**src/rtl/lsu_ctrl.sv**
```systemverilog
`timescale 1ns/1ps
// lsu_ctrl: load/store initiator for the data RAM. Accepts one request at a
// time, issues a single aligned RAM access or a sequence of byte accesses for
// misaligned halfwords/words, and returns the extended load data or an error
// as a one-cycle response pulse. All outputs are registered.
module lsu_ctrl #(
   parameter bit ALLOW_MISALIGNED = 1'b1
) (
   input  logic        clk,
   input  logic        rst,
   input  logic        req_valid,
   output logic        req_ready,
   input  logic        req_load,
   input  logic        req_store,
   input  logic [2:0]  req_access,
   input  logic [31:0] req_addr,
   input  logic [31:0] req_wdata,
   output logic        resp_valid,
   output logic        resp_err,
   output logic [31:0] resp_rdata,
   output logic        mem_load,
   output logic        mem_store,
   output logic [2:0]  mem_access,
   output logic [31:0] mem_addr,
   output logic [31:0] mem_wdata,
   input  logic [31:0] mem_rdata
);

   typedef enum logic [1:0] {IDLE, ACCESS, SPLIT, RESP} state_t;

   state_t      state;
   logic [2:0]  acc_r;
   logic [31:0] addr_r;
   logic [31:0] wdata_r;
   logic [31:0] asm_r;
   logic        load_r;
   logic [1:0]  idx;
   logic [1:0]  last_idx;

   logic        access_ok;
   logic        misaligned;
   logic        req_bad;
   logic [1:0]  idx_next;
   logic [31:0] asm_next;

   // Sign- or zero-extend a right-justified load value according to its access size.
   function automatic logic [31:0] extend_load(input logic [2:0] acc, input logic [31:0] d);
      logic [31:0] r;
      case (acc)
         3'b000:  r = {{24{d[7]}}, d[7:0]};
         3'b001:  r = {{16{d[15]}}, d[15:0]};
         3'b100:  r = {24'b0, d[7:0]};
         3'b101:  r = {16'b0, d[15:0]};
         default: r = d;
      endcase
      return r;
   endfunction

   // Classify the incoming request: legal encoding, alignment, and whether it must be rejected.
   always_comb begin
      access_ok = 1'b0;
      case (req_access)
         3'b000, 3'b001, 3'b010, 3'b100, 3'b101: access_ok = 1'b1;
         default:                                access_ok = 1'b0;
      endcase
      misaligned = ((req_access[1:0] == 2'b01) && req_addr[0]) ||
                   ((req_access[1:0] == 2'b10) && (req_addr[1:0] != 2'b00));
      req_bad = (req_load == req_store) || !access_ok ||
                (req_store && req_access[2]) ||
                (!ALLOW_MISALIGNED && misaligned);
   end

   // Next byte index and the assembly word with the byte returned this cycle merged in.
   always_comb begin
      idx_next = idx + 2'd1;
      asm_next = asm_r;
      asm_next[{idx, 3'b000} +: 8] = mem_rdata[7:0];
   end

   // Request sequencer: accept, single access or byte split, then one response cycle.
   always_ff @(posedge clk) begin
      if (rst) begin
         state      <= IDLE;
         req_ready  <= 1'b1;
         resp_valid <= 1'b0;
         resp_err   <= 1'b0;
         resp_rdata <= 32'b0;
         mem_load   <= 1'b0;
         mem_store  <= 1'b0;
         mem_access <= 3'b0;
         mem_addr   <= 32'b0;
         mem_wdata  <= 32'b0;
         acc_r      <= 3'b0;
         addr_r     <= 32'b0;
         wdata_r    <= 32'b0;
         asm_r      <= 32'b0;
         load_r     <= 1'b0;
         idx        <= 2'd0;
         last_idx   <= 2'd0;
      end else begin
         case (state)
            IDLE: begin
               if (req_valid) begin
                  req_ready <= 1'b0;
                  acc_r     <= req_access;
                  addr_r    <= req_addr;
                  wdata_r   <= req_wdata;
                  load_r    <= req_load;
                  idx       <= 2'd0;
                  asm_r     <= 32'b0;
                  last_idx  <= req_access[1] ? 2'd3 : 2'd1;
                  if (req_bad) begin
                     state      <= RESP;
                     resp_valid <= 1'b1;
                     resp_err   <= 1'b1;
                     resp_rdata <= 32'b0;
                  end else if (misaligned) begin
                     state      <= SPLIT;
                     mem_load   <= req_load;
                     mem_store  <= req_store;
                     mem_access <= req_load ? 3'b100 : 3'b000;
                     mem_addr   <= req_addr;
                     mem_wdata  <= {24'b0, req_wdata[7:0]};
                  end else begin
                     state      <= ACCESS;
                     mem_load   <= req_load;
                     mem_store  <= req_store;
                     mem_access <= req_access;
                     mem_addr   <= req_addr;
                     mem_wdata  <= req_wdata;
                  end
               end
            end
            ACCESS: begin
               state      <= RESP;
               mem_load   <= 1'b0;
               mem_store  <= 1'b0;
               mem_access <= 3'b0;
               mem_addr   <= 32'b0;
               mem_wdata  <= 32'b0;
               resp_valid <= 1'b1;
               resp_err   <= 1'b0;
               resp_rdata <= load_r ? extend_load(acc_r, mem_rdata) : 32'b0;
            end
            SPLIT: begin
               if (idx == last_idx) begin
                  state      <= RESP;
                  mem_load   <= 1'b0;
                  mem_store  <= 1'b0;
                  mem_access <= 3'b0;
                  mem_addr   <= 32'b0;
                  mem_wdata  <= 32'b0;
                  resp_valid <= 1'b1;
                  resp_err   <= 1'b0;
                  resp_rdata <= load_r ? extend_load(acc_r, asm_next) : 32'b0;
               end else begin
                  idx       <= idx_next;
                  asm_r     <= asm_next;
                  mem_addr  <= addr_r + {30'b0, idx_next};
                  mem_wdata <= {24'b0, wdata_r[{idx_next, 3'b000} +: 8]};
               end
            end
            RESP: begin
               state      <= IDLE;
               req_ready  <= 1'b1;
               resp_valid <= 1'b0;
               resp_err   <= 1'b0;
               resp_rdata <= 32'b0;
            end
            default: begin
               state     <= IDLE;
               req_ready <= 1'b1;
            end
         endcase
      end
   end

endmodule

```
**config.mk**
```make
export PLATFORM = sky130hd
export DESIGN_NAME = lsu_ctrl
export DESIGN_NICKNAME = d
export VERILOG_FILES = /design/src/rtl/lsu_ctrl.sv
export SDC_FILE = /design/constraint.sdc
export NUM_CORES = 1
export LEC_CHECK = 0
export ABC_AREA = 1
export CORE_MARGIN = 3
export CORE_UTILIZATION = 40
export DETAILED_ROUTE_END_ITERATION = 10
export SKIP_LAST_GASP = 1
export SYNTH_ARGS = -nofsm -noshare
export SYNTH_HDL_FRONTEND = slang
export SYNTH_SLANG_ARGS = --single-unit
```
**constraint.sdc**
```tcl
create_clock -name clk -period 7.88 [get_ports clk]
set_input_delay 1.97 -clock clk [delete_from_list [all_inputs] [get_ports clk]]
set_output_delay 1.97 -clock clk [all_outputs]
set_load 0.005 [all_outputs]
```
==> key figures <==
Worst setup path
  • Reg-to-Reg End: mem_addr[21]$_SDFFE_PP0P_
  • Worst-path maximum fanout: 36
  • CP Buf/Inv Count: 3
  • Setup crit start kind: input pin
  • Critical path cell sequence: clkdlybuf4s50_1 > inv_1 > nand2_1 > buf_4 > nand3_4 > nor2_4 > o21ai_0 > a21oi_1
  • Setup CP Type: input pin to flop
  • Critical path data arrival time: 4450 ps
  • CP endpoint kind: flop
  • CP Launch Point: req_valid
  • Worst path max stage delay: 690 ps
  • CP endpoint: resp_rdata[0]$_SDFFE_PP0P_
  • Critical Path RT: 8320 ps
  • Slowest CP cell: nor2_4
  • R2R Setup Slk: 4560 ps
  • Levels on crit path: 8
  • Beginning of the worst register-to-register path: idx[1]$_SDFFE_PP0P_
  • Critical path's top delay family: simple AND/OR/NAND/NOR gates
  • Worst Reg2Reg Path Length in Cells: 11

Power and ir drop
  • Sw frac: 40.96%
  • Logic pwr share: 41.5%
  • Final Power: 4431 uW
  • Peak VDD IR: 0.1619 mV
  • Leak pwr: 0.004867 uW
  • Clock power share: 25.5%
  • NetSw: 1815 uW
  • Seq pwr share: 33.0%
  • P_int: 2616 uW
  • Pwr Density: 338.1 mW/mm^2

Floorplan
  • IO Pins: 208
  • Die Wd: 165.6 um
  • Core Footprint: 0.02468 mm^2
  • Starting Density: 41.31%
  • Chip height: 165.6 um
  • Die area: 0.02744 mm^2
  • # rows: 57

Synthesis
  • Mean Syn Cell Area: 6.987 um^2
  • Synthesized area: 0.01019 mm^2
  • Net count after synthesis: 1575
  • Distinct cells, synth: 37
  • Main combinational cell family by area after synthesis: compound AO/OA/AOI/OAI gates
  • Synth Area in XOR/XNOR: 0.4173%
  • Register area share after synthesis: 41.05%
  • FF+latch count, synth: 209
  • Compound-gate portion of the synthesized area: 25.96%
  • Mux share of post-synthesis cell area: 0%
  • Yosys warns: 0
  • Adder-Cell Fraction of Synth Area: 1.547%
  • Post-synthesis instance total: 1459
  • Simple-Gate Fraction of Synth Area: 23.05%

STA
  • Min cycle time layout: 4008 ps
  • Tightest Pin Transition: 1161 ps
  • RSZ-0062 raised after global routing: no
  • Clk_skew: 8.320 ps
  • Fmax: 249.5 MHz
  • Final Setup Violations: 0
  • Max-slew violations: 0
  • Rel. slew slack: 22.57%
  • Final period util: 50.86%
  • Final hold violations: 0
  • Setup TNS: 0 ps

Clock tree
  • Number of gates resized after cts: 0
  • Num CTS Buffers: 24
  • Postcts setup bufs: 0
  • Cts hold-fix bufs: 0
  • Clock sink count: 209
  • CTS tree: built
  • Max Root-Sink Buffers: 3
  • Clk Latency, worst-skew pair: 520 ps
  • CTS H-tree depth: 1
  • Clk slew on worst S/H paths: 60 ps
  • CTS Root Cell: clkbuf_16

Job
  • Max Cap Violations: 0

Global route
  • GRT met1 Usage: 30.64%
  • Initial antenna violation count: 3
  • Global-route wire length before repair: 52.89 mm
  • GR Overflow Total: 0
  • Largest net degree at the start of global routing: 135
  • Met2 Use GR: 37.14%
  • Met3 Usage GRT: 5.052%
  • GRT Util Overall: 22.86%
  • Busiest layer in global routing: met2
  • Vias in the first global route: 9910

Placement
  • Post-DP Area: 0.01232 mm^2
  • HPWL Detailed: 22.26 mm
  • GPL Wtd Cong: 0.8819
  • Port Buffers: 207

Drt
  • Routed vias/inst: 5.368
  • 1st-iter DRT viols: 839
  • # DRC: 0
  • Post-detailed-route count of antenna-violating nets: 0
  • WL per Instance: 16.98 um
  • Post-Route WL: 32.97 mm
  • First-pass detailed-route iteration total: 6
  • Vias: 10420

Final layout
  • Number of diodes: 0
  • Final Cell Area: 0.01311 mm^2
  • Layout cells sized above 1: 4.700%
  • Net count, final: 1718
  • Layout area overhead: 28.59%

Status
  • Outcome: complete, no violations

Min path
  • Worst hold path type: flop to flop
## layout by cell type (no fill, tap or decap), types with 3 or more instances in the layout
| cell type | count |
|---|---|
| clkbuf_16 | 24 |
| o21ai_1 | 6 |
| or2_0 | 3 |
| nor2_2 | 3 |
| o21ai_0 | 200 |
| nor2_4 | 6 |
| nand2_1 | 258 |
| dfxtp_1 | 209 |
| nand4_1 | 27 |
| a21oi_1 | 224 |
| nand2_2 | 3 |
| inv_2 | 6 |
| o211ai_1 | 35 |
| clkbuf_8 | 3 |
| nor2_1 | 127 |
| ha_1 | 11 |
| clkdlybuf4s50_1 | 206 |
| a211oi_1 | 14 |
| nor3_1 | 13 |
| bufinv_16 | 3 |
| a22oi_1 | 9 |
| nand2_4 | 5 |
| nand3_1 | 85 |
| inv_1 | 93 |
| clkbuf_1 | 7 |
| buf_4 | 9 |
| o22ai_1 | 7 |
| clkinv_2 | 4 |
## cell usage after synthesis
| cell | number | area, um^2 |
|---|---|---|
| nor2_1 | 128 | 480.5 |
| buf_2 | 23 | 115.1 |
| nand4_1 | 27 | 168.9 |
| nand3_2 | 2 | 20.02 |
| a22oi_1 | 9 | 67.56 |
| nand3_4 | 1 | 17.52 |
| a211oi_1 | 14 | 105.1 |
| xor2_1 | 2 | 17.52 |
| o22ai_1 | 7 | 43.79 |
| nand3_1 | 85 | 425.4 |
| nor3_1 | 13 | 65.06 |
| xnor2_1 | 1 | 8.760 |
| o21ai_1 | 7 | 35.03 |
| nand2_2 | 3 | 18.77 |
| and2_1 | 1 | 6.260 |
| o211ai_1 | 35 | 262.8 |
| inv_1 | 94 | 352.8 |
| o21ai_0 | 200 | 1001 |
| buf_4 | 8 | 60.06 |
| clkbuf_1 | 61 | 229.0 |
| a221o_1 | 1 | 10.01 |
| buf_6 | 1 | 11.26 |
| xnor2_2 | 1 | 16.27 |
| fa_1 | 1 | 20.02 |
| nand4_2 | 1 | 12.51 |
| dfxtp_1 | 209 | 4184 |
| and3_1 | 1 | 6.260 |
| nand2_4 | 4 | 45.04 |
| buf_1 | 6 | 22.52 |
| ha_1 | 11 | 137.6 |
| inv_2 | 6 | 22.52 |
| nor2_4 | 6 | 67.56 |
| or2_0 | 3 | 18.77 |
| or2_2 | 2 | 12.51 |
| nand2_1 | 259 | 972.2 |
| a21oi_1 | 224 | 1121 |
| nor2_2 | 2 | 12.51 |
## kinds of logic (layout without fill, tap and decap cells)
family | after synthesis | after routing
and+or+nand+nor | 538 | 538
DFF | 209 | 209
adders and majority gates | 12 | 12
AOI/OAI and AO/OA | 497 | 497
xor gates and xnor gates | 4 | 4
buffers and inverters | 199 | 357
## power by group through the flow
stage | Combinational (uW) | Sequential (uW) | Clock [uW]
after floorplan | 1270 | 1450 | 0
after global placement | 1830 | 1480 | 0
after detailed placement | 1840 | 1480 | 0
after CTS | 1850 | 1460 | 1160
after global routing | 2070 | 1490 | 1200
final | 1840 | 1460 | 1130
## how the worst min path moves through the flow
stage                                        from                      end  slack (ps)  cells after the start
after floorplan           wdata_r[0]$_SDFFE_PP0P_  wdata_r[0]$_SDFFE_PP0P_         430                      2
final                       resp_err$_SDFFE_PP0P_    resp_err$_SDFFE_PP0P_         450                      2
after global placement    wdata_r[1]$_SDFFE_PP0P_  wdata_r[1]$_SDFFE_PP0P_         440                      2
after detailed placement    resp_err$_SDFFE_PP0P_    resp_err$_SDFFE_PP0P_         440                      2
after global routing      wdata_r[1]$_SDFFE_PP0P_  wdata_r[1]$_SDFFE_PP0P_         470                      2
after CTS                   resp_err$_SDFFE_PP0P_    resp_err$_SDFFE_PP0P_         450                      2
## per-stage QoR
stage                     util [%]  cells  worst slack, ps  hold WS [ps]
after detailed placement     49.92   1900             3331         442.0
after floorplan                  -   1459             4769         429.7
after global placement       49.92   1900             3331         438.6
final                        53.12   1941             3872         449.0
after CTS                    53.12   1941             3859         451.8
after global routing         53.12   1941             3635         473.5
## metal layers
metal,vias up,wire [um]
met5,-,37
met4,6,1002
met3,68,2317
met2,317,15030
met1,4781,14580
li1,5248,-
## worst min-delay path, cell delays in order, from the launching register on
cell and delay (ps):
dfxtp_1 310, inv_1 50, a21oi_1 50
## layout make-up
class | instances | area [um^2]
multi-input cells | 1051 | 5218
inverters | 100 | 376.6
fillers | 2534 | 11570
clock buffers | 34 | 668.1
repair buffers | 216 | 2135
clock inverters | 7 | 121.4
flip-flops and latches | 209 | 4184
well taps | 324 | 405.4
## state kept, by name (all words and copies together), names as in the netlist
| register | count |
|---|---|
| addr_r | 32 |
| asm_r | 32 |
| mem_addr | 32 |
| mem_wdata | 32 |
| resp_rdata | 32 |
| wdata_r | 32 |
| acc_r | 3 |
| mem_access | 3 |
| idx | 2 |
| state | 2 |
| last_idx | 1 |
| load_r | 1 |
| mem_load | 1 |
| mem_store | 1 |
| req_ready | 1 |
| resp_err | 1 |
| resp_valid | 1 |
Note: power is estimated with default switching activity, not from simulation.
==> variant: new RTL, same flow settings <==
Put one more register stage on the output `resp_err`, without a reset. The value now appears one clock later. The other outputs are not delayed to match.
--- a/src/rtl/lsu_ctrl.sv
+++ b/src/rtl/lsu_ctrl.sv
@@ -27,6 +27,8 @@
 );
 
    typedef enum logic [1:0] {IDLE, ACCESS, SPLIT, RESP} state_t;
+
+   logic resp_err_s0;
 
    state_t      state;
    logic [2:0]  acc_r;
@@ -83,7 +85,7 @@
          state      <= IDLE;
          req_ready  <= 1'b1;
          resp_valid <= 1'b0;
-         resp_err   <= 1'b0;
+         resp_err_s0 <= 1'b0;
          resp_rdata <= 32'b0;
          mem_load   <= 1'b0;
          mem_store  <= 1'b0;
@@ -112,7 +114,7 @@
                   if (req_bad) begin
                      state      <= RESP;
                      resp_valid <= 1'b1;
-                     resp_err   <= 1'b1;
+                     resp_err_s0 <= 1'b1;
                      resp_rdata <= 32'b0;
                   end else if (misaligned) begin
                      state      <= SPLIT;
@@ -139,7 +141,7 @@
                mem_addr   <= 32'b0;
                mem_wdata  <= 32'b0;
                resp_valid <= 1'b1;
-               resp_err   <= 1'b0;
+               resp_err_s0 <= 1'b0;
                resp_rdata <= load_r ? extend_load(acc_r, mem_rdata) : 32'b0;
             end
             SPLIT: begin
@@ -151,7 +153,7 @@
                   mem_addr   <= 32'b0;
                   mem_wdata  <= 32'b0;
                   resp_valid <= 1'b1;
-                  resp_err   <= 1'b0;
+                  resp_err_s0 <= 1'b0;
                   resp_rdata <= load_r ? extend_load(acc_r, asm_next) : 32'b0;
                end else begin
                   idx       <= idx_next;
@@ -164,7 +166,7 @@
                state      <= IDLE;
                req_ready  <= 1'b1;
                resp_valid <= 1'b0;
-               resp_err   <= 1'b0;
+               resp_err_s0 <= 1'b0;
                resp_rdata <= 32'b0;
             end
             default: begin
@@ -175,5 +177,9 @@
       end
    end
 
+   always_ff @(posedge clk) begin
+      resp_err <= resp_err_s0;
+   end
+
 endmodule
 
Formal check against the unedited RTL: not equivalent (Yosys sat finds a counterexample within 4 cycles, from zero or initial values and one cycle with rst high).
==> variant against the unedited design <==
- area after synthesis hardly changed
- power increased by 1.6%
- count of clock-buffer cells in the layout increased by 5
- register-to-register slack lost 0.35 ns
- wire length rose by 1.3%
- cell area up 0.61%
- worst setup slack worse by 0.49 ns
- sequential cell count rose by 1
- highest routed layer unchanged
==> variant: results (changes against the unedited design) <==
[global_routing]
grt_pass1_wl_um = 53400  ; +0.97%
met1_usage_pct = 30.7  ; +0.045 points
track_usage_pct = 23.1  ; +0.20 points
use_met3_pct = 6.01  ; +0.95 points
grt_max_degree = 134  ; -0.74%

[run_status]
status = complete, no violations

[pwr]
switchingPower_w = 0.00184  ; +1.3%
power_frac_clock_pct = 26.6  ; +1.1 points
irDropWorstVdd_mv = 0.183  ; +13%

[synth]
ys_types = 40  ; +8.1%
synthXorXnorAreaFrac_pct = 0.503  ; +0.086 points
syn_nets = 1577  ; +0.13%
synth_fa_ha_area_share_pct = 1.55  ; about the same
yosysSeqAreaShare_pct = 41.2  ; +0.18 points
synth.avg_cell_area_um2 = 6.98  ; about the same

[sta]
whs_ns = 0.353  ; -0.0958 ns
fin_crit_sh_pct = 57.0  ; +6.2 points
fin_skew_ns = 0.0147  ; +0.00636 ns
slew_headroom_pct = 24.1  ; +1.5 points

[final_layout]
seq_share_pct = 31.9  ; -0.042 points
drive_gt1_share_pct = 4.69  ; -0.014 points
multi_input_comb_cells = 1054  ; +0.29%
nonClockInverterCount = 98  ; -2.0%
n_all_buffers = 215  ; -0.46%
n_fill_cell = 2517  ; -0.67%
clk_share_pct = 6.57  ; +0.55 points
clkbuf_count = 39  ; +15%
multi_input_area_mm2 = 0.00522  ; about the same

[routing]
dr_wl_met3_um = 2690  ; +16%
drt_iter0_markers = 862  ; +2.7%
routed_wl_um = 33400  ; +1.3%
met2WireLength_um = 15000  ; -0.26%

[clocking]
clk_latency_ns = 0.54  ; +0.02 ns
cts_buffers = 25  ; +4.2%

[setup_path]
rr_endpoint = mem_addr[30]$_SDFFE_PP0P_
r2r_start = idx[0]$_SDFFE_PP0P_
r2r_cells = 14  ; +3

[place]
place_congestion = 0.900  ; +2.0%

-- variant: worst min-delay path by stage --
stage / start / to / cells past startpoint
2_1_floorplan: resp_err_s0$_SDFFE_PP0P_ / resp_err$_DFF_P_ / 0
3_3_place_gp: resp_err_s0$_SDFFE_PP0P_ / resp_err$_DFF_P_ / 0
3_5_place_dp: resp_err_s0$_SDFFE_PP0P_ / resp_err$_DFF_P_ / 0
4_1_cts: resp_err_s0$_SDFFE_PP0P_ / resp_err$_DFF_P_ / 0
5_1_grt: resp_err_s0$_SDFFE_PP0P_ / resp_err$_DFF_P_ / 0
6_report: resp_err_s0$_SDFFE_PP0P_ / resp_err$_DFF_P_ / 0
-- variant: critical path, stage by stage --
cell and delay (ns):
clkdlybuf4s50_1 0.55, inv_1 0.13, nand2_1 0.72, nand3_4 0.51, nor2_4 0.70, o21ai_0 0.19
a21oi_1 0.16
